===== src/rtl/rs_pkg.sv =====
// rs_pkg: GF(2^M) arithmetic, generator polynomial and code-length helpers for the RS encoder
package rs_pkg;
  localparam int M_MAX = 12;
  localparam int NPAR_MAX = 32;
  typedef logic [M_MAX-1:0] sym_t;
  typedef logic [M_MAX:0] poly_t;
  typedef sym_t [NPAR_MAX-1:0] coef_t;
  function automatic sym_t gf_mul(sym_t a, sym_t b, poly_t prim, int m);
    poly_t x;
    sym_t r;
    x = {1'b0, a};
    r = '0;
    for (int i = 0; i < M_MAX; i++) begin
      if (i < m && b[i]) r ^= x[M_MAX-1:0];
      x = x << 1;
      if (x[m]) x ^= prim;
    end
    return r;
  endfunction
  function automatic coef_t gen_poly(int npar, int fcr, poly_t prim, int m);
    sym_t c [NPAR_MAX+1];
    sym_t root;
    coef_t g;
    root = sym_t'(1);
    g = '0;
    for (int j = 0; j <= NPAR_MAX; j++) c[j] = (j == 0) ? sym_t'(1) : '0;
    for (int i = 0; i < fcr; i++) root = gf_mul(root, sym_t'(2), prim, m);
    for (int i = 0; i < npar; i++) begin
      for (int j = NPAR_MAX; j > 0; j--) c[j] = c[j-1] ^ gf_mul(root, c[j], prim, m);
      c[0] = gf_mul(root, c[0], prim, m);
      root = gf_mul(root, sym_t'(2), prim, m);
    end
    for (int j = 0; j < NPAR_MAX; j++) g[j] = (j < npar) ? c[j] : '0;
    return g;
  endfunction
  function automatic int kmax(int m, int npar);
    return (1 << m) - 1 - npar;
  endfunction
endpackage


===== src/rtl/rs_gf_cmul.sv =====
// rs_gf_cmul: combinational GF(2^M) multiply of a symbol by an elaboration-time constant
module rs_gf_cmul
  import rs_pkg::*;
#(
  parameter int M = 8,
  parameter logic [M:0] PRIM_POLY = 'h11D,
  parameter logic [M-1:0] C = '0
) (
  input  logic [M-1:0] a,
  output logic [M-1:0] y
);
  assign y = M'(gf_mul(sym_t'(a), sym_t'(C), poly_t'(PRIM_POLY), M));
endmodule


===== src/rtl/rs_enc_stream.sv =====
// rs_enc_stream: streaming systematic Reed-Solomon encoder with valid/ready handshakes and length guard
module rs_enc_stream
  import rs_pkg::*;
#(
  parameter int M = 8,
  parameter logic [M:0] PRIM_POLY = 'h11D,
  parameter int NPAR = 4,
  parameter int FCR = 0
) (
  input  logic         clk,
  input  logic         rst,
  input  logic [M-1:0] in_data,
  input  logic         in_valid,
  input  logic         in_last,
  output logic         in_ready,
  output logic [M-1:0] out_data,
  output logic         out_valid,
  output logic         out_last,
  input  logic         out_ready,
  output logic         err_len
);
  localparam coef_t G = gen_poly(NPAR, FCR, poly_t'(PRIM_POLY), M);
  localparam int KMAX = kmax(M, NPAR);
  localparam int PW = $clog2(NPAR);
  localparam logic [0:0] MSG = 1'b0, PARITY = 1'b1;
  logic [0:0] state;
  logic [M-1:0] s [NPAR];
  logic [M-1:0] gm [NPAR];
  logic [M-1:0] fb, len;
  logic [PW-1:0] pcnt;
  logic free, acc, at_kmax, p_last, eom;
  assign fb = in_data ^ s[NPAR-1];
  assign free = !out_valid || out_ready;
  assign in_ready = state == MSG && free;
  assign acc = in_valid && in_ready;
  assign at_kmax = len == M'(KMAX - 1);
  assign eom = in_last || at_kmax;
  assign p_last = pcnt == PW'(NPAR - 1);
  for (genvar i = 0; i < NPAR; i++) begin : g_mul
    rs_gf_cmul #(.M(M), .PRIM_POLY(PRIM_POLY), .C(G[i][M-1:0])) u_mul (.a(fb), .y(gm[i]));
  end
  always_ff @(posedge clk) begin
    if (rst) begin
      state <= MSG;
      len <= '0;
      pcnt <= '0;
      out_data <= '0;
      out_valid <= 1'b0;
      out_last <= 1'b0;
      err_len <= 1'b0;
      for (int k = 0; k < NPAR; k++) s[k] <= '0;
    end else begin
      err_len <= acc && !in_last && at_kmax;
      if (acc) begin
        s[0] <= gm[0];
        for (int k = 1; k < NPAR; k++) s[k] <= s[k-1] ^ gm[k];
        out_data <= in_data;
        out_valid <= 1'b1;
        out_last <= 1'b0;
        state <= eom ? PARITY : MSG;
        len <= eom ? '0 : len + 1'b1;
        pcnt <= '0;
      end else if (state == PARITY && free) begin
        out_data <= s[NPAR-1];
        out_valid <= 1'b1;
        out_last <= p_last;
        s[0] <= '0;
        for (int k = 1; k < NPAR; k++) s[k] <= s[k-1];
        pcnt <= pcnt + 1'b1;
        state <= p_last ? MSG : PARITY;
      end else if (out_ready) begin
        out_valid <= 1'b0;
      end
    end
  end
endmodule


===== config.mk =====
export PLATFORM = sky130hd
export DESIGN_NAME = rs_enc_stream
export DESIGN_NICKNAME = d
export VERILOG_FILES = /design/src/rtl/rs_pkg.sv /design/src/rtl/rs_gf_cmul.sv /design/src/rtl/rs_enc_stream.sv
export SDC_FILE = /design/constraint.sdc
export NUM_CORES = 1
export LEC_CHECK = 0
export ABC_AREA = 1
export CAP_MARGIN = 0
export CORE_ASPECT_RATIO = 0.5
export CORE_MARGIN = 2
export CORE_UTILIZATION = 40
export DETAILED_ROUTE_END_ITERATION = 16
export HOLD_SLACK_MARGIN = 0.08
export PLACE_DENSITY = 0.59
export SYNTH_ARGS = -nofsm -noshare
export SYNTH_HDL_FRONTEND = slang
export SYNTH_SLANG_ARGS = --single-unit

===== constraint.sdc =====
create_clock -name clk -period 2 [get_ports clk]
set_clock_uncertainty 0.05 [all_clocks]
set_input_delay 0.2 -clock clk [delete_from_list [all_inputs] [get_ports clk]]
set_output_delay 0.2 -clock clk [all_outputs]
set_load 0.01 [all_outputs]

# ---- After elaboration in Yosys (flattened, before gate mapping)
# Memories as Yosys holds them, arrays and structs flattened.
# Cells that the tools add are included.
dict set report word_totals {
  regBits 22
  inputBits 13
  output_inout_bits 12
  n_memories 1
  ram_bits 32
  wordCells 85
}
dict set report op_classes {
  n_bitwise 28
  n_mux 33
  n_eq_ne 2
  n_reduce_logical 12
  n_addsub 2
}
# name depth word_bits rd rd_clocked_by_memory_dff wr line
set mem_list {}
lappend mem_list {s 4 8 4 0 4 rs_enc_stream.sv:27} ;# logic [M-1:0] s [NPAR];
# cell n
set ops {}
lappend ops {{8-bit bitwise XOR} 13}
lappend ops {{8-bit two-way mux} 11}
lappend ops {{5-bit two-way mux} 6}
lappend ops {{4-bit inverter} 6}
lappend ops {{1-bit two-way mux} 16}
lappend ops {{8-bit by 1-bit adder with 8-bit output (second input constant)} 1}
lappend ops {{8-bit == test (second input constant)} 1}
lappend ops {{1-bit OR} 8}
lappend ops {{1-bit logical AND} 5}
lappend ops {{3-bit nonzero test} 1}
lappend ops {{2-bit by 1-bit adder with 2-bit output (second input constant)} 1}
lappend ops {{2-bit == test (second input constant)} 1}
lappend ops {{1-bit zero test} 2}
lappend ops {{1-bit logical OR} 2}
lappend ops {{2-bit nonzero test} 1}
lappend ops {{2-bit OR reduction} 1}
lappend ops {{1-bit inverter} 1}

# ---- Longest topological paths before layout
# Gate-level depths: netlist of run 1.
# An unclocked memory read counts as a cell.
dict set report logic_depth {
  depth_word 18
  depth_mapped 16
  ltp_nobuf 16
}

# ---- Modules after synthesis
# A second synthesis of run 1 with hierarchy kept.
dict set report unflattened {
  cells_unflattened 587
  hier_area_um2 4037.6
}
# mod n_inst cells_each area_each_um2
set by_module_without_submodules {}
lappend by_module_without_submodules {rs_enc_stream 1 316 2668.8}
lappend by_module_without_submodules {{rs_gf_cmul (g_mul[1].u_mul)} 1 92 442.9}
lappend by_module_without_submodules {{rs_gf_cmul (g_mul[3].u_mul)} 1 72 377.9}
lappend by_module_without_submodules {{rs_gf_cmul (g_mul[2].u_mul)} 1 57 310.3}
lappend by_module_without_submodules {{rs_gf_cmul (g_mul[0].u_mul)} 1 50 237.7}

# ---- Least setup slack after synthesis of run 1
# Ideal clock, no wire load.
dict set report synth_path {
  kind {register to register}
  start {memory s[3][3]}
  end {memory s[3][4] (data pin)}
  n_path_buf 0
  setup_ps 254
  path_stages_with_launch 12
  path_slack_ps 140
  period_less_slack_ps 1860
  arrival_time_ps 1556
  path_cell_list {edfxtp_1 xnor2_1 nand2_2 nand2_4 nand2_2 nand2_4 nand2_1 nand2_1 nand2_1 nand3_2 xor2_1 nor2_1}
}
# element line
set synth_lines {}
lappend synth_lines {{from (decl)} rs_enc_stream.sv:27}

==> out/qor.txt, run 1 <==
Fill cells = 748
Worst slew margin = 80.37%
Routed vias/inst = 4.858
Synthesized net count = 510
First-pass GRT wire length = 15460 um
Failing checks = setup timing
Die H = 70.31 um
Post-synth cell types = 35
Antenna fix cells = 0
Power Dens Cells = 1049 nW/um2
Clk Latency, worst-skew pair = 0.30 ns
Post-DP HPWL = 7153 um
Reg2reg setup slack = -0.02 ns
Final ANT Viol Nets = 0
Sequential cell area = 1321 um2
Vias in the first global route = 3215
DR WL/cell = 13.98 um
WL final = 10220 um
Crit path capture type = flop
Buffers added on ports = 24
Synth-to-layout area growth = 45.82%
RePlAce Congestion = 0.9047
DRC violations left = 0
Fin crit period = 2.017 ns
Worst Tran Pin Value = 0.2923 ns
Multi-input logic area = 2303 um2
Sequential fraction of the synthesis area = 37.57%
Final setup viols = 2
Worst Setup Start Kind = flop
Status = finished with violations
1st-pass router iterations = 5
Final hold vios = 0
Deepest clock path buffer count = 2
Crit path DAT = 2.01 ns
Clk Tree Root Cell = clkbuf_16
Die Wd = 136.6 um
Initial antenna violation count = 0
Placed Area = 4412 um2
Core area = 8618 um2
Crit path kind = flop to flop
Critical path fanouts, max = 7
Leakage power total = 2.436 nW
# rows = 24
Die footprint = 9604 um2
Clock slew at reported path FFs = 0.07 ns
Required @ worst endpoint = 1.99 ns
Worst vdd ir = 439.5 uV
Starting Density = 40.81%
Setup TNS = -0.03288 ns
Final nets = 629
Synthesis-stage register bit count = 54
CTS H-tree depth = 2
Setup ws final = -0.01701 ns
CTS tree = done
RSZ-0062 raised after global routing = true
Placed insts = 698
Synth Cell Area = 3517 um2
Avg Cell Area, Syn = 7.120 um2
Synthesized netlist cell count = 494
Synth Warn # = 0
Via count = 3551
Final period util = 100.9%
Fmax achieved = 0.4958 GHz
Hold Slack = 0.3935 ns
TritonCTS Buffers = 5
Congestion Overflow GR = 0
Finished Layout Cells = 731
Final Cell Area = 5129 um2
Hold WC Path Type = input pin to flop
Share of cells above drive strength 1 = 36.16%
Pins Over Slew Limit = 0
Iter 0 DRT Violations = 205
IO Count = 25
GRT Overall Usage = 20.89%
Clk sinks = 54
Max Cap Viol = 0
Hold-fix buffers, CTS = 0
Largest net degree at the start of global routing = 16
what timing repair did:
item,in CTS,in global routing
endpoints found under the setup margin,12,19
pin swaps,3,33
buffers inserted,0,25
gates resized for setup,13,87
cell usage after synthesis:
master	n	area, um2
buf_2	6	30.03
o21ai_1	4	20.02
a31oi_1	1	6.260
ha_1	3	37.54
nor2_2	1	6.260
nand2_2	20	125.1
nand3_2	7	70.07
nand2_4	6	67.56
or2_1	2	12.51
o22ai_1	4	25.02
inv_1	53	198.9
or2_2	2	12.51
nand3b_2	1	11.26
and3_1	2	12.51
nand3_1	30	150.1
clkbuf_1	2	7.510
edfxtp_1	24	720.7
nor3b_1	3	22.52
a211oi_1	1	7.510
xnor2_1	7	61.31
o221ai_1	4	35.03
o32ai_1	1	8.760
a21oi_1	22	110.1
a22o_1	2	17.52
o31ai_1	1	7.510
nand2_1	176	660.6
xor2_1	21	183.9
xor2_2	3	48.80
nor3_1	6	30.03
nand4_1	2	12.51
nor2_1	30	112.6
nor4_2	1	12.51
inv_2	7	26.28
dfxtp_1	30	600.6
o21ai_0	9	45.04
critical path: stages, from the launching register on:
cell	delay [ns]
edfxtp_1	0.43
nand2_1	0.14
nand2_4	0.10
nand2_1	0.09
nand2_2	0.08
buf_4	0.14
buf_4	0.12
xor2_1	0.16
or2_2	0.27
nand3_1	0.08
o21ai_0	0.10
final timing paths:
check	start	to	cells past startpoint
hold reg to reg	s[0][1]	s[0][1]	2
hold / removal	in_data[6]	out_data[6]	4
setup reg to reg	s[3][6]	s[3][0]	10
setup / recovery	s[3][6]	s[3][0]	10
flip-flops by register name, indices dropped and copies added, names as in the netlist:
name	count
out_data	8
len	8
pcnt	2
out_valid	1
state	1
err_len	1
out_last	1
s	32
per-stage QoR:
stage                     setup slack [ns]  total power [W]  utilization (%)
final                             -0.01701         0.005381            59.51
after global routing               -0.1387         0.005732            59.51
after CTS                         0.001781         0.004762            53.48
after detailed placement           -0.4644         0.003795            51.19
after global placement             -0.4300         0.003769            51.19
after floorplan                     0.1395         0.002963                -
power by group:
part / internal (W) / switching (W)
logic: 0.00135 / 0.00168
registers: 0.00135 / 0.0000992
clock network: 0.000498 / 0.000406
total: 0.00319 / 0.00219
layout make-up:
cell class                      count  share of cell area [%]
Clock inverter                      1                 0.09758
Sequential cell                    54                   25.76
Timing Repair Buffer              120                   19.20
Inverter                           60                   4.391
Tap cell                          117                   2.854
Multi-Input combinational cell    372                   44.91
Clock buffer                        7                   2.781
per-layer routing:
metal	GRT usage [%]	vias to the layer above	part of all wire (%)
met5	0	-	0
met4	5.324	0	1.4
met3	3.994	12	4.6
met2	33.61	92	45
met1	28.80	1636	49
li1	-	1811	-
cell families (layout without fill, tap and decap cells):
logic type      Yosys count  in the layout  share of synthesized area (%)
simple gates            289            289                          37.50
buf+inv                  68            188                          7.471
xor+xnor                 31             31                          8.360
flops                    54             54                          37.57
compound gates           49             49                          8.040
fa+ha+maj                 3              3                          1.067
placed cells by master, fill, tap and decap left out, drive strengths merged, types with 2 or more instances in the layout:
| cell type | instances |
|---|---|
| nor2 | 31 |
| nor3 | 6 |
| a21oi | 22 |
| nand3 | 37 |
| clkdlybuf4s50 | 21 |
| edfxtp | 24 |
| clkbuf | 7 |
| dfxtp | 30 |
| nand4 | 2 |
| o22ai | 4 |
| or2 | 4 |
| xor2 | 24 |
| nor3b | 3 |
| and3 | 2 |
| o21ai | 13 |
| buf | 96 |
| nand2 | 202 |
| dlymetal6s2s | 2 |
| xnor2 | 7 |
| a22o | 2 |
| inv | 60 |
| ha | 3 |
| o221ai | 4 |
Note: power is estimated with default switching activity, not from simulation.
==> run 2, diff against run 1 <==
Settings changed: CORE_MARGIN 2 to 4.
==> out/qor.txt, run 2 (same netlist as run 1, synthesis figures left out) <==
Via count = 3506
Worst Setup Start Kind = flop
DRC violations left = 0
Hold Crit Start = in_data[7]
WL final = 10100 um
Starting Density = 42.58%
RR Startpoint = s[3][3]
Status = finished with violations
Required @ worst endpoint = 2.01 ns
TritonCTS Buffers = 5
Final hold vios = 0
Final setup viols = 1
Most common cell after layout, fill and taps aside = nand2_1
Worst Tran Pin Value = 0.2780 ns
Worst R2R Path Depth = 10
Vias in the first global route = 3205
Routed vias/inst = 4.816
Post-DP HPWL = 7439 um
1st-pass router iterations = 5
Clock slew at reported path FFs = 0.07 ns
Fill cells = 711
Largest Register = s
Hold WC Path Type = input pin to flop
Critical path fanouts, max = 3
Crit path kind = flop to flop
Failing checks = setup timing
Core area = 8259 um2
Worst hold endpoint = out_data[7]
Reg2reg end = s[3][3]
Fin crit period = 2.000 ns
# rows = 23
Worst slew margin = 81.31%
GRT Overall Usage = 19.42%
Leakage power total = 2.443 nW
Iter 0 DRT Violations = 185
Final Cell Area = 5134 um2
Clk Tree Root Cell = clkbuf_16
Largest net degree at the start of global routing = 21
Crit path DAT = 2.01 ns
Largest regs = s x32, len x8, out_data x8
Reg2reg setup slack = -0.00009 ns
Share of cells above drive strength 1 = 35.55%
Congestion Overflow GR = 0
Pins Over Slew Limit = 0
First-pass GRT wire length = 15840 um
Most frequent cells in the layout = nand2_1 (137), buf_4 (95), nand2_2 (49), inv_1 (46), dfxtp_1 (30)
Power, Total = 0.005398 W
Buffers added on ports = 24
Die footprint = 10450 um2
Final nets = 631
IO Count = 25
Clk Latency, worst-skew pair = 0.30 ns
Clk sinks = 54
Fmax achieved = 0.5000 GHz
Final ANT Viol Nets = 0
CTS tree = done
Antenna fix cells = 0
DR WL/cell = 13.87 um
RSZ-0062 raised after global routing = true
Power Dens Cells = 1051 nW/um2
Hold-critical path depth = 5
CTS H-tree depth = 2
RePlAce Congestion = 0.8737
Worst vdd ir = 455.9 uV
Max Cap Viol = 0
Die Wd = 140.6 um
Deepest clock path buffer count = 2
Hold Slack = 0.4053 ns
Final period util = 100.0%
Crit path capture type = flop
Placed Area = 4441 um2
Synth-to-layout area growth = 45.96%
Die H = 74.31 um
Setup ws final = -0.00008860 ns
Initial antenna violation count = 0
Max reg flops = 32
[run 2: worst max path at each step]
stage / from / to / slack, ns / depth (start not counted)
2_1_floorplan: s[3][3] / s[3][4] / 0.14 / 11
3_3_place_gp: in_data[5] / s[2][4] / -0.41 / 13
3_5_place_dp: in_data[5] / s[2][4] / -0.41 / 13
4_1_cts: s[3][5] / s[2][4] / -0.01 / 12
5_1_grt: s[3][7] / s[2][5] / -0.14 / 13
6_report: s[3][3] / s[3][3] / -0.00009 / 10
[run 2: what timing repair did]
item | CTS | global route
buffers inserted | 2 | 22
setup endpoints to repair | 12 | 20
pin swaps | 3 | 44
hold buffers | 0 | 0
gates resized for setup | 16 | 75
[run 2: layout make-up]
| type | instances | area [um2] | area share (%) |
|---|---|---|---|
| Tap cell | 112 | 140.1 | 2.730 |
| Multi-Input combinational cell | 372 | 2298 | 44.77 |
| Sequential cell | 54 | 1321 | 25.74 |
| Clock inverter | 2 | 10.01 | 0.1950 |
| Timing Repair Buffer | 122 | 1010 | 19.67 |
| Inverter | 60 | 225.2 | 4.387 |
| Clock buffer | 6 | 128.9 | 2.510 |
[run 2: worst max-delay path, cell delays in order, from the launching register on]
cell and delay (ns):
edfxtp_1 0.48, xor2_2 0.24, buf_4 0.17, xor2_2 0.19, or2_1 0.26, nand2_1 0.09, nand2_2 0.07, nand2_1 0.06
nand2_1 0.04, nand3_1 0.06, nand2_1 0.05
[run 2: per-layer routing]
| layer | wire length (um) | GRT usage, % |
|---|---|---|
| met1 | 4911 | 26.36 |
| met2 | 4475 | 31.67 |
| met3 | 581 | 4.367 |
| met4 | 126 | 5.585 |
| met5 | 0 | 0 |
[run 2: report_power, final]
part | internal (W) | switching (W) | total [W]
clock | 0.000462 | 0.000409 | 0.000870
sequential | 0.00135 | 0.000105 | 0.00145
combinational | 0.00140 | 0.00167 | 0.00308
[run 2: through the flow]
step	cells	setup slack, ns	util, %	TNS [ns]
after global routing	728	-0.1401	62.16	-1.611
final	728	-0.00008860	62.16	-0.00008860
after detailed placement	696	-0.4109	53.76	-6.678
after global placement	696	-0.4137	53.76	-6.571
after CTS	706	-0.01226	56.46	-0.01760
after floorplan	494	0.1395	-	0
